`src/rtl/i2s_pkg.sv`:
```
// i2s_pkg: shared constants and helpers for the I2S serialiser family.
//   frame_bits(slot_w) : BCLK periods per stereo frame (two slots).
//   LRCLK_LEFT         : word-select level that marks the left slot.
//   `I2S_CHECK_PARAM   : elaboration-time parameter guard, used inside
//                        module bodies as a labelled generate-if.
`ifndef I2S_PKG_MACROS
`define I2S_PKG_MACROS
`define I2S_CHECK_PARAM(lbl, cond, msg) \
    if (!(cond)) begin : lbl \
        $error(msg); \
    end
`endif

package i2s_pkg;

    localparam logic LRCLK_LEFT = 1'b0;

    function automatic int frame_bits(input int slot_w);
        return 2 * slot_w;
    endfunction

endpackage

```
`src/rtl/i2s_bclk_gen.sv`:
```
// i2s_bclk_gen: bit-clock generator shared by the I2S transmitter and the
// planned receiver. bclk toggles every BCLK_DIV clk cycles, starting low.
//   clk, rst_n : system clock, async active-low reset
//   bclk       : registered bit clock
//   rise, fall : one-cycle strobes, high in the cycle whose closing clk edge
//                makes bclk rise / fall. Consumers update their own
//                registers on that same edge so they move together with bclk.
module i2s_bclk_gen #(
    parameter int BCLK_DIV = 2
) (
    input  logic clk,
    input  logic rst_n,
    output logic bclk,
    output logic rise,
    output logic fall
);
    localparam int DIV_W = (BCLK_DIV > 1) ? $clog2(BCLK_DIV) : 1;

    logic [DIV_W-1:0] div_q;
    logic             tc;

    assign tc   = (div_q == DIV_W'(BCLK_DIV - 1));
    assign rise = tc && !bclk;
    assign fall = tc && bclk;

    always_ff @(posedge clk or negedge rst_n) begin
        if (!rst_n) begin
            div_q <= '0;
            bclk  <= 1'b0;
        end else if (tc) begin
            div_q <= '0;
            bclk  <= ~bclk;
        end else begin
            div_q <= div_q + DIV_W'(1);
        end
    end

endmodule

```
`src/rtl/i2s_tx_stereo.sv`:
```
// i2s_tx_stereo: parametrised stereo I2S transmitter.
//   i_clk, i_rst_n     : system clock, async active-low reset
//   i_valid / o_ready  : sample-pair handshake into a one-frame holding register
//   i_left, i_right    : DATA_W two's complement samples, sent MSB first
//   o_bclk, o_lrclk    : bit clock and word select (0 = left)
//   o_sdata            : serial data, updated on BCLK falling edges
//   o_frame_start      : one-cycle pulse on each frame load
//   o_underrun         : one-cycle pulse when a frame loads with nothing held
// Build option: define I2S_TX_LEFT_JUSTIFIED_EN for left-justified output
// (no one-BCLK data delay); default is standard I2S.
module i2s_tx_stereo
    import i2s_pkg::*;
#(
    parameter int DATA_W   = 16,
    parameter int SLOT_W   = 32,
    parameter int BCLK_DIV = 2
) (
    input  logic              i_clk,
    input  logic              i_rst_n,
    input  logic              i_valid,
    output logic              o_ready,
    input  logic [DATA_W-1:0] i_left,
    input  logic [DATA_W-1:0] i_right,
    output logic              o_bclk,
    output logic              o_lrclk,
    output logic              o_sdata,
    output logic              o_frame_start,
    output logic              o_underrun
);
    localparam int FB  = frame_bits(SLOT_W);
    localparam int K_W = $clog2(FB);

    `I2S_CHECK_PARAM(g_chk_slot, SLOT_W >= DATA_W, "i2s_tx_stereo: SLOT_W must be >= DATA_W")
    `I2S_CHECK_PARAM(g_chk_div, BCLK_DIV >= 1, "i2s_tx_stereo: BCLK_DIV must be >= 1")

    logic bclk, bclk_rise, bclk_fall;

    i2s_bclk_gen #(.BCLK_DIV(BCLK_DIV)) u_bclk (
        .clk   (i_clk),
        .rst_n (i_rst_n),
        .bclk  (bclk),
        .rise  (bclk_rise),
        .fall  (bclk_fall)
    );

    // The transmitter only acts on falling edges; the rise strobe is for
    // receivers that sample on the opposite edge.
    logic unused_rise;
    assign unused_rise = bclk_rise;

    logic [K_W-1:0]    k_q, k_nxt;
    logic              run_q;          // low in reset so o_ready reads 0 there
    logic              hold_full_q;
    logic [DATA_W-1:0] hold_l_q, hold_r_q;
    logic [FB-1:0]     sr_q;           // frame stream, next bit at MSB
    logic [FB-1:0]     frame_new;
    logic              frame_load, xfer;

    assign k_nxt      = (k_q == K_W'(FB - 1)) ? '0 : k_q + K_W'(1);
    assign frame_load = bclk_fall && (k_nxt == '0);
    assign o_ready    = run_q && !hold_full_q;
    assign xfer       = i_valid && o_ready;
    assign o_bclk     = bclk;

    // Each slot: sample MSB first, zero padded to SLOT_W. Empty register
    // gives a silent frame.
    always_comb begin
        frame_new = '0;
        if (hold_full_q) begin
            frame_new[FB-1 -: DATA_W]     = hold_l_q;
            frame_new[SLOT_W-1 -: DATA_W] = hold_r_q;
        end
    end

    always_ff @(posedge i_clk or negedge i_rst_n) begin
        if (!i_rst_n) begin
            run_q         <= 1'b0;
            hold_full_q   <= 1'b0;
            hold_l_q      <= '0;
            hold_r_q      <= '0;
            k_q           <= K_W'(FB - 1);   // first fall lands on k = 0
            sr_q          <= '0;
            o_lrclk       <= 1'b0;
            o_sdata       <= 1'b0;
            o_frame_start <= 1'b0;
            o_underrun    <= 1'b0;
        end else begin
            run_q         <= 1'b1;
            o_frame_start <= frame_load;
            o_underrun    <= frame_load && !hold_full_q;

            if (xfer) begin
                hold_l_q <= i_left;
                hold_r_q <= i_right;
            end
            // A transfer can only happen while empty, so on a colliding load
            // the frame underruns and the new pair waits for the next one.
            if (frame_load)
                hold_full_q <= xfer;
            else if (xfer)
                hold_full_q <= 1'b1;

            if (bclk_fall) begin
                k_q     <= k_nxt;
                o_lrclk <= (k_nxt >= K_W'(SLOT_W)) ? ~LRCLK_LEFT : LRCLK_LEFT;
`ifdef I2S_TX_LEFT_JUSTIFIED_EN
                if (frame_load) begin
                    o_sdata <= frame_new[FB-1];
                    sr_q    <= frame_new << 1;
                end else begin
                    o_sdata <= sr_q[FB-1];
                    sr_q    <= sr_q << 1;
                end
`else
                // One-BCLK delay: at k = 0 the MSB still holds the last bit
                // of the previous frame, emitted as the new frame loads.
                o_sdata <= sr_q[FB-1];
                sr_q    <= frame_load ? frame_new : (sr_q << 1);
`endif
            end
        end
    end

endmodule
```
`config.mk`:
```
export PLATFORM = sky130hd
export DESIGN_NAME = i2s_tx_stereo
export DESIGN_NICKNAME = d
export VERILOG_FILES = /design/src/rtl/i2s_pkg.sv /design/src/rtl/i2s_bclk_gen.sv /design/src/rtl/i2s_tx_stereo.sv
export SDC_FILE = /design/constraint.sdc
export NUM_CORES = 1
export LEC_CHECK = 0
export CAP_MARGIN = 20
export CORE_MARGIN = 3
export CORE_UTILIZATION = 43
export DETAILED_ROUTE_END_ITERATION = 10
export MAX_ROUTING_LAYER = met4
export PLACE_DENSITY = 0.66
export SLEW_MARGIN = 20
export SYNTH_ARGS = -nofsm -noshare
export SYNTH_HDL_FRONTEND = slang
export SYNTH_SLANG_ARGS = --single-unit
```
`constraint.sdc`:
```
create_clock -name i_clk -period 2 [get_ports i_clk]
set_input_delay 0.4 -clock i_clk [delete_from_list [all_inputs] [get_ports i_clk]]
set_output_delay 0.4 -clock i_clk [all_outputs]
set_load 0.01 [all_outputs]
```
* After elaboration in Yosys (flattened, before gate mapping)
Cells that the tools add are included.
Word-level totals: output and inout bits 6, register bits 110, word-level logic and storage cells 33
Operators by class: eq/ne operators 1, bitwise operators 1, multiplexer cells 8, reductions and logical operators 8, add/sub/neg operators 2, magnitude comparators 1
Operators by type and width (count):
- 64-bit two-way mux | 1
- 16-bit two-way mux | 2
- 6-bit by 1-bit adder with 6-bit output (second input constant) | 1
- 6-bit == test (second input constant) | 1
- 6-bit greater-or-equal comparator (second input constant) | 1
- 6-bit logical NOT | 1
- 6-bit two-way mux | 1
- 1-bit logical AND | 5
- 1-bit two-way mux | 4
- 2-bit nonzero test | 1
- 1-bit adder (second input constant) | 1
- 1-bit logical NOT | 1
- 1-bit NOT | 1

* Depth between registers and ports, before layout
Gate-level depths: netlist of the first run.
word-level depth 5, gate-level depth with buffers 8, gate-level depth less buffers 6

* Cells and area by module
Synthesis of the first run repeated with hierarchy kept, for this count alone.
Second synthesis, totals: cells, all modules 322, area total of the unflattened synthesis 4132.7 um^2
Modules (own cells, without submodules):
- i2s_tx_stereo | instances 1, cells each 316, seq. area each 2309.7 um^2, area an instance 4053.9 um^2
- i2s_bclk_gen | instances 1, cells each 6, seq. area each 50.0 um^2, area an instance 78.8 um^2

* Least setup slack after synthesis of the first run
Ideal clock, no wire load.
path type reg2reg, start point reg k_q[0], end point reg sr_q[17], required time 1.874 ns, slack -0.118 ns, period minus slack after synthesis 2.118 ns, stages on the path, launching flop included 8, data arrival time 1.992 ns, cells stage by stage dfstp_2 > ha_1 > and2_2 > o2111ai_1 > a211oi_2 > nor2_2 > buf_6 > a221o_1
Between the ends: cells in the longest elaborated chain, start to end 5, elaborated cells between the ends (all ways) 6
RTL lines:
- start: declaration | line i2s_tx_stereo.sv:51 | logic [K_W-1:0] k_q, k_nxt;
- start signal: assignment | line i2s_tx_stereo.sv:81 | k_q <= K_W'(FB - 1);
- start signal: assignment | line i2s_tx_stereo.sv:104 | k_q <= k_nxt;
- 6-bit by 1-bit adder with 6-bit output or 6-bit == test (tied branches) | line i2s_tx_stereo.sv:59 | assign k_nxt = (k_q == K_W'(FB - 1)) ? '0 : k_q + K_W'(1);
- 6-bit two-way mux * | line i2s_tx_stereo.sv:59
- 6-bit logical NOT * | line i2s_tx_stereo.sv:60 | assign frame_load = bclk_fall && (k_nxt == '0);
- 1-bit logical AND * | line i2s_tx_stereo.sv:60
- 64-bit two-way mux * | line i2s_tx_stereo.sv:118 | sr_q <= frame_load ? frame_new : (sr_q << 1);
- end signal: assignment | line i2s_tx_stereo.sv:118
- end: declaration | line i2s_tx_stereo.sv:55 | logic [FB-1:0] sr_q;
Mark *: on every way between the ends. The rest lies on a longest branch, timed or not. A chain may end at the register's enable or synchronous reset.

* Worst setup path after layout of the first run
start point reg k_q[0], end point reg sr_q[49]
The elaborated chain is that of the path after synthesis.

==> results of run 1 <==
Yosys cell counts, drive strengths merged:
master | count | area share, %
xor2 | 1 | 0.22
a32o | 1 | 0.25
o31ai | 2 | 0.38
xnor2 | 3 | 0.67
a31oi | 4 | 0.79
and2b | 1 | 0.19
conb | 1 | 0.095
buf | 14 | 3.3
mux2 | 32 | 9.1
nor2 | 4 | 0.44
and3 | 3 | 0.63
or3 | 1 | 0.19
a221o | 31 | 7.9
clkbuf | 9 | 0.85
o21ai | 20 | 2.5
and2 | 34 | 5.4
dfrtp | 88 | 56
o21a | 1 | 0.19
nor2b | 1 | 0.16
o2111ai | 1 | 0.22
nand3 | 2 | 0.38
o311ai | 1 | 0.41
a211oi | 1 | 0.32
nand2 | 46 | 4.4
o41ai | 1 | 0.22
inv | 2 | 0.19
dfstp | 6 | 4.0
a311oi | 1 | 0.22
ha | 2 | 0.63
per-layer routing:
layer  up-vias  GRT usage (%)  wire length, um
met4         0           5.05               93
met2        70           22.7             3240
met3        10           3.82              342
li1       1213              -                -
met5         -              -                0
met1      1281           21.9             3480
stage by stage:
step	std cells	util (%)	hold slack, ps	setup TNS, ps	worst slack [ps]
after floorplan	314	-	104	0	7.54
after global placement	459	51.8	351	-2070	-78.4
after detailed placement	459	51.8	361	-3230	-123
after CTS	478	54.9	490	-1450	-58.7
after global routing	478	54.9	510	-6310	-157
final	478	54.9	490	-2240	-76.4
final cells by class:
cell class,count,area (um2),area share (%)
Inverter,2,7.51,0.155
Tap cell,108,135,2.79
Timing Repair Buffer,63,656,13.6
Multi-Input combinational cell,195,1460,30.2
Clock inverter,7,95.1,1.97
Sequential cell,94,2360,48.8
Clock buffer,9,124,2.56
worst paths after layout:
kind                               endpoint  slack [ps]  depth (start not counted)
worst min-delay path               sr_q[35]         490                          2
worst max-delay path               sr_q[49]         -80                          8
max in group asynchronous            k_q[5]         910                          3
worst max register to register     sr_q[49]         -80                          8
min in group asynchronous       hold_l_q[2]         510                          2
worst min register to register     sr_q[35]         490                          2
power by group through the flow:
| stage | combinational [mW] | sequential (mW) | clock (mW) |
|---|---|---|---|
| after floorplan | 0.00115 | 1.94 | 0 |
| after global placement | 0.113 | 1.94 | 0 |
| after detailed placement | 0.115 | 1.94 | 0 |
| after CTS | 0.117 | 1.90 | 1.43 |
| after global routing | 0.125 | 1.90 | 1.50 |
| final | 0.112 | 1.90 | 1.39 |
cells by family (layout without fill, tap and decap cells):
| logic type | Yosys count | count (layout) | share of synthesized area [%] |
|---|---|---|---|
| flip-flops | 94 | 94 | 59.7 |
| AND/OR/NAND/NOR | 92 | 92 | 11.8 |
| AO/OA/AOI/OAI | 64 | 64 | 13.4 |
| multiplexers | 32 | 32 | 9.12 |
| buffers and inverters | 25 | 81 | 4.31 |
| XOR/XNOR | 4 | 4 | 0.887 |
| adder cells (fa/ha/maj) | 2 | 2 | 0.633 |
| other | 1 | 1 | 0.0949 |
worst min-delay path: stages (launching register included):
cell and delay, ps:
sky130_fd_sc_hd__dfrtp_1 350, sky130_fd_sc_hd__nand2_1 50, sky130_fd_sc_hd__o21ai_0 60
registers in the layout, indices dropped and copies added, names as in the netlist:
name           cells
k_q                6
u_bclk.bclk        1
o_frame_start      1
sr_q              48
o_lrclk            1
hold_full_q        1
o_underrun         1
u_bclk.div_q       1
hold_r_q          16
o_sdata            1
hold_l_q          16
run_q              1
timing repair:
item	in CTS	in global routing
hold buffers	1	0
cloned	0	0
setup buffers	3	0
hold endpoints to repair	27	0
gates resized for setup	7	1
pin swaps	3	0
setup endpoints to repair	48	51
==> summary.md, run 1 <==
| Metric | Value |
|---|---|
| Run status | `complete, but fails checks` |
| Failing checks | `negative setup slack` |
| Count of endpoints failing hold in the final timing report | `0` |
| Height of the chip | `102 um` |
| Post-route antenna net violation count | `0` |
| Post-synth net total | `351` |
| Endpoint arrival time on the critical path | `2320 ps` |
| Drt total wl | `7150 um` |
| Total via count in the routed design | `2574` |
| Global-route wire length before repair | `12400 um` |
| Flip-flop and latch count after synthesis | `94` |
| Fillcell total | `733` |
| CTS Buffer Depth | `2` |
| Average footprint of a synthesized cell | `12.6 um2` |
| Ratio of final minimum period to clock period | `104%` |
| IR Drop Worst-Case VDD | `0.392 mV` |
| Type of origin of the critical path | `flop` |
| Worst Slack Setup Final | `-76.4 ps` |
| Crit path launch | `k_q[0]` |
| Sink count of the clock tree | `94` |
| Proportion of layout cells with a drive suffix above 1 | `24.9%` |
| Post-Syn Area | `0.00395 mm2` |
| CTS clock-pin slew for the worst setup and hold paths | `90 ps` |
| Placed standard-cell area | `0.00456 mm2` |
| Global placement routability congestion | `0.747` |
| Number of H-tree levels | `3` |
| Sequential cell fraction of total power | `55.9%` |
| Final Power | `3.40 mW` |
| Power spent charging and discharging nets | `0.723 mW` |
| Fin nets | `402` |
| Category of the worst setup path capture point | `flop` |
| Leading cell type in the layout, fill and taps excluded | `sky130_fd_sc_hd__dfrtp_1` |
| Required @ worst endpoint | `2240 ps` |
| GR Overflow Total | `0` |
| Floorplan row count | `34` |
| Global router's overall resource usage | `15.7%` |
| Final instance area | `0.00484 mm2` |
| Clk network pwr share | `40.8%` |
| Total power density per cell area | `703 mW/mm2` |
| Initial antenna violation count | `0` |
| Cell with the biggest individual delay on the critical path | `sky130_fd_sc_hd__dfstp_2` |
| Total DRC errors in the routed layout | `0` |
| Total iterations of the first detailed-routing run | `5` |
| Switching power as a share of total power | `21.3%` |
| Count of input and output buffers | `40` |
| Final min period | `2080 ps` |
| Clk root buf | `sky130_fd_sc_hd__clkbuf_8` |
| Worst clock skew | `12.9 ps` |
| Number of pins exceeding their max-slew limit in the final report | `0` |
| Unrepaired setup endpoints after global routing | `true` |
| Skew-Pair Late Insertion Delay | `360 ps` |
| Initial Utilization | `44.9%` |
| # diodes | `0` |
| Vias in the first global route | `2584` |
| Lkg Pwr | `2.26 nW` |
| Cells after Synth | `314` |
| Number of ports placed on the die boundary | `41` |
| Routed vias/inst | `5.38` |
| Combinational power share | `3.3%` |
| Worst reg2reg path startpoint | `k_q[0]` |
| Setup violation total in the final timing report | `48` |
| Maximum fanout along the worst path | `15` |
| Clock buffer count from CTS | `9` |
| Detail-routed net length per standard cell | `15.0 um` |
| Worst min-delay path class | `flop to flop` |
| Commonest cells after routing, fill and taps aside | `88 x sky130_fd_sc_hd__dfrtp_1, 46 x sky130_fd_sc_hd__nand2_1, 39 x sky130_fd_sc_hd__clkdlybuf4s50_1, 32 x sky130_fd_sc_hd__and2_1, 32 x sky130_fd_sc_hd__mux2_2` |
| Maximum single-stage delay on the critical path | `610 ps` |
| Cell-by-cell trace of the critical path | `ha_4 > and2_4 > o2111ai_2 > a211oi_2 > buf_4 > nor2_4 > buf_12 > a221o_1` |
| Die extent in x | `102 um` |
| Proportion of synthesized chip area in sequential cells | `59.7%` |
| HPWL Detailed | `4660 um` |
| Distinct cell type count of the synthesized netlist | `40` |
| Maximum clock frequency | `482 MHz` |
| Largest net degree at the start of global routing | `38` |
| Total of max-cap violations | `0` |
| Path type of the worst setup path | `flop to flop` |
| Internal Dissipation | `2.68 mW` |
| Area of the die | `0.0104 mm2` |
| Category of cells accounting for the largest share of critical-path delay | `compound AO/OA/AOI/OAI gates` |
| Number of design-rule violations left by the first detailed-router iteration | `157` |
| Area added between synthesis and finish | `22.5%` |
| Area of the core | `0.00881 mm2` |
| Number of synthesis warnings | `0` |
| CTS tree | `done` |
| Worst path buffer plus inverter count | `2` |
| HP Start | `sr_q[35]` |
(Power assumes the default switching activity.)
==> run 2: changes to the inputs <==
--- a/config.mk
+++ b/config.mk
@@ -5,6 +5,7 @@
 export SDC_FILE = /design/constraint.sdc
 export NUM_CORES = 1
 export LEC_CHECK = 0
+export ABC_CLOCK_PERIOD_IN_PS = 2000
 export CAP_MARGIN = 20
 export CORE_MARGIN = 3
 export CORE_UTILIZATION = 43
==> results of run 2 <==
Same layout as run 1: the final DEF is identical, and so are final timing and power.
==> run 3: changes to the inputs <==
--- a/config.mk
+++ b/config.mk
@@ -9,6 +9,7 @@
 export CAP_MARGIN = 20
 export CORE_MARGIN = 3
 export CORE_UTILIZATION = 43
+export CTS_BUF_LIST = sky130_fd_sc_hd__clkbuf_16
 export DETAILED_ROUTE_END_ITERATION = 10
 export MAX_ROUTING_LAYER = met4
 export PLACE_DENSITY = 0.66
==> summary.md, run 3 (synthesis results as in run 1) <==
| Metric | Value |
|---|---|
| Vias in the first global route | `2575` |
| Fillcell total | `722` |
| Global router's overall resource usage | `15.8%` |
| Detail-routed net length per standard cell | `15.0 um` |
| Sequential cell fraction of total power | `49.5%` |
| Area occupied by multi-input gates | `0.00145 mm2` |
| Worst reg2reg path startpoint | `k_q[0]` |
| Worst clock skew | `7.74 ps` |
| Drt total wl | `7180 um` |
| Non-Filler Instances | `478` |
| Area of the die | `0.0104 mm2` |
| Initial antenna violation count | `0` |
| Layout Utilization | `56.0%` |
| Failing checks | `negative setup slack` |
| Routed vias/inst | `5.31` |
| Clock buffer count from CTS | `9` |
| Proportion of layout cells with a drive suffix above 1 | `24.9%` |
| # diodes | `0` |
| Count of input and output buffers | `40` |
| Global-route wire length before repair | `12500 um` |
| Number of H-tree levels | `3` |
| IR Drop Worst-Case VDD | `0.634 mV` |
| Top register by number of flip-flops | `sr_q` |
| Final min period | `2080 ps` |
| Maximum fanout along the worst path | `15` |
| Largest net degree at the start of global routing | `38` |
| Post-route antenna net violation count | `0` |
| Total power density per cell area | `780 mW/mm2` |
| Endpoint arrival time on the critical path | `2300 ps` |
| Crit path launch | `k_q[0]` |
| Global placement routability congestion | `0.747` |
| Switching power as a share of total power | `20.2%` |
| Unrepaired setup endpoints after global routing | `true` |
| Lkg Pwr | `2.31 nW` |
| HPWL Detailed | `4660 um` |
| Number of design-rule violations left by the first detailed-router iteration | `160` |
| Clk root buf | `sky130_fd_sc_hd__clkbuf_16` |
| Number of pins exceeding their max-slew limit in the final report | `0` |
| Maximum clock frequency | `480 MHz` |
| Largest registers in the final layout | `sr_q (48), hold_l_q (16), hold_r_q (16)` |
| CTS tree | `done` |
| Power spent charging and discharging nets | `0.776 mW` |
| GR Overflow Total | `0` |
| Endpoint of the lowest-slack register-to-register path | `sr_q[49]` |
| Combinational power share | `2.9%` |
| Fin nets | `402` |
| Total of max-cap violations | `0` |
| Final Power | `3.84 mW` |
| Worst Slack Setup Final | `-81.6 ps` |
| Total via count in the routed design | `2539` |
| Placed standard-cell area | `0.00456 mm2` |
| Initial Utilization | `44.9%` |
| Cell total after placement | `459` |
| Register Area | `0.00236 mm2` |
| Leading cell type in the layout, fill and taps excluded | `sky130_fd_sc_hd__dfrtp_1` |
| Type of origin of the critical path | `flop` |
| Path type of the worst setup path | `flop to flop` |
| End of the critical path | `sr_q[49]` |
| Total iterations of the first detailed-routing run | `4` |
| Run status | `complete, but fails checks` |
| Final instance area | `0.00493 mm2` |
| Die extent in x | `102 um` |
| Floorplan row count | `34` |
| Category of the worst setup path capture point | `flop` |
| CTS clock-pin slew for the worst setup and hold paths | `70 ps` |
| Ratio of final minimum period to clock period | `104%` |
| Skew-Pair Late Insertion Delay | `340 ps` |
| Commonest cells after routing, fill and taps aside | `88 x sky130_fd_sc_hd__dfrtp_1, 46 x sky130_fd_sc_hd__nand2_1, 39 x sky130_fd_sc_hd__clkdlybuf4s50_1, 32 x sky130_fd_sc_hd__and2_1, 32 x sky130_fd_sc_hd__mux2_2` |
| Worst-case register-to-register setup slack | `-80 ps` |
| Worst min-delay path class | `flop to flop` |
| HP Start | `sr_q[35]` |
| Area of the core | `0.00881 mm2` |
| CTS Buffer Depth | `2` |
| Area added between synthesis and finish | `24.8%` |
| Total DRC errors in the routed layout | `0` |
| Height of the chip | `102 um` |
| Setup violation total in the final timing report | `48` |
| Count of endpoints failing hold in the final timing report | `0` |
| Max FFs per register | `48` |
| Clk network pwr share | `47.6%` |
| Worst-case reg-to-reg path depth | `8` |
| Number of ports placed on the die boundary | `41` |
| Sink count of the clock tree | `94` |
| Required @ worst endpoint | `2220 ps` |
| Internal Dissipation | `3.07 mW` |
[run 3: cell types whose count changed in the layout (fill, tap and decap cells not counted)]
cell                        previous run  this run
sky130_fd_sc_hd__nand3_2               0         1
sky130_fd_sc_hd__clkbuf_16             0         9
sky130_fd_sc_hd__clkbuf_8              9         0
sky130_fd_sc_hd__nand3_4               1         0
[run 3: worst max-delay path, cell delays in order, from the launching register on]
cell and delay, ps:
sky130_fd_sc_hd__dfstp_2 600, sky130_fd_sc_hd__ha_4 170, sky130_fd_sc_hd__and2_4 140, sky130_fd_sc_hd__o2111ai_2 120, sky130_fd_sc_hd__a211oi_2 200, sky130_fd_sc_hd__buf_4 170
sky130_fd_sc_hd__nor2_4 60, sky130_fd_sc_hd__buf_12 150, sky130_fd_sc_hd__a221o_1 350
[run 3: layout make-up]
type                       count  share of cell area (%)
tap                          108                    2.74
timing repair buffer          63                    13.3
multi-input combinational    195                    29.5
inverter                       2                   0.152
clock buffer                   9                    4.57
clock inverter                 7                    1.93
sequential                    94                    47.8
[run 3: timing repair]
action                     CTS  global route
hold buffers                 1             0
setup endpoints to repair   48            51
gates cloned                 0             0
pin swaps                    2             0
hold endpoints to repair     1             0
gates resized for setup      6             1
setup buffers                2             0
[run 3: power by group through the flow]
stage	logic [mW]	clock network, mW	registers, mW
3_5_place_dp	0.115	0	1.94
6_report	0.112	1.83	1.90
5_1_grt	0.125	1.95	1.90
4_1_cts	0.116	1.88	1.90
3_3_place_gp	0.113	0	1.94
2_1_floorplan	0.00115	0	1.94
[run 3: metrics by stage]
step	setup slack (ps)	setup TNS, ps	hold slack [ps]
after floorplan	7.54	0	104
after global placement	-78.4	-2070	351
after detailed placement	-123	-3230	361
after CTS	-55.6	-1380	484
after global routing	-173	-7040	503
final	-81.6	-2390	478
[run 3: how the worst min path moves through the flow]
stage	end	slack, ps	cells after the start
floorplan	hold_full_q	100	0
global placement	hold_l_q[2]	350	1
detailed placement	hold_l_q[2]	360	1
CTS	sr_q[35]	480	2
global route	sr_q[35]	500	2
finish	sr_q[35]	480	2
[run 3: layer usage]
metal / part of all wire (%) / vias to the layer above / track usage, % / wire length, um
met5: 0 / - / - / 0
met4: 1.4 / 0 / 5.05 / 101
met3: 3.9 / 12 / 3.82 / 281
met2: 46 / 47 / 23.1 / 3300
met1: 49 / 1264 / 22.0 / 3500
li1: - / 1216 / - / -
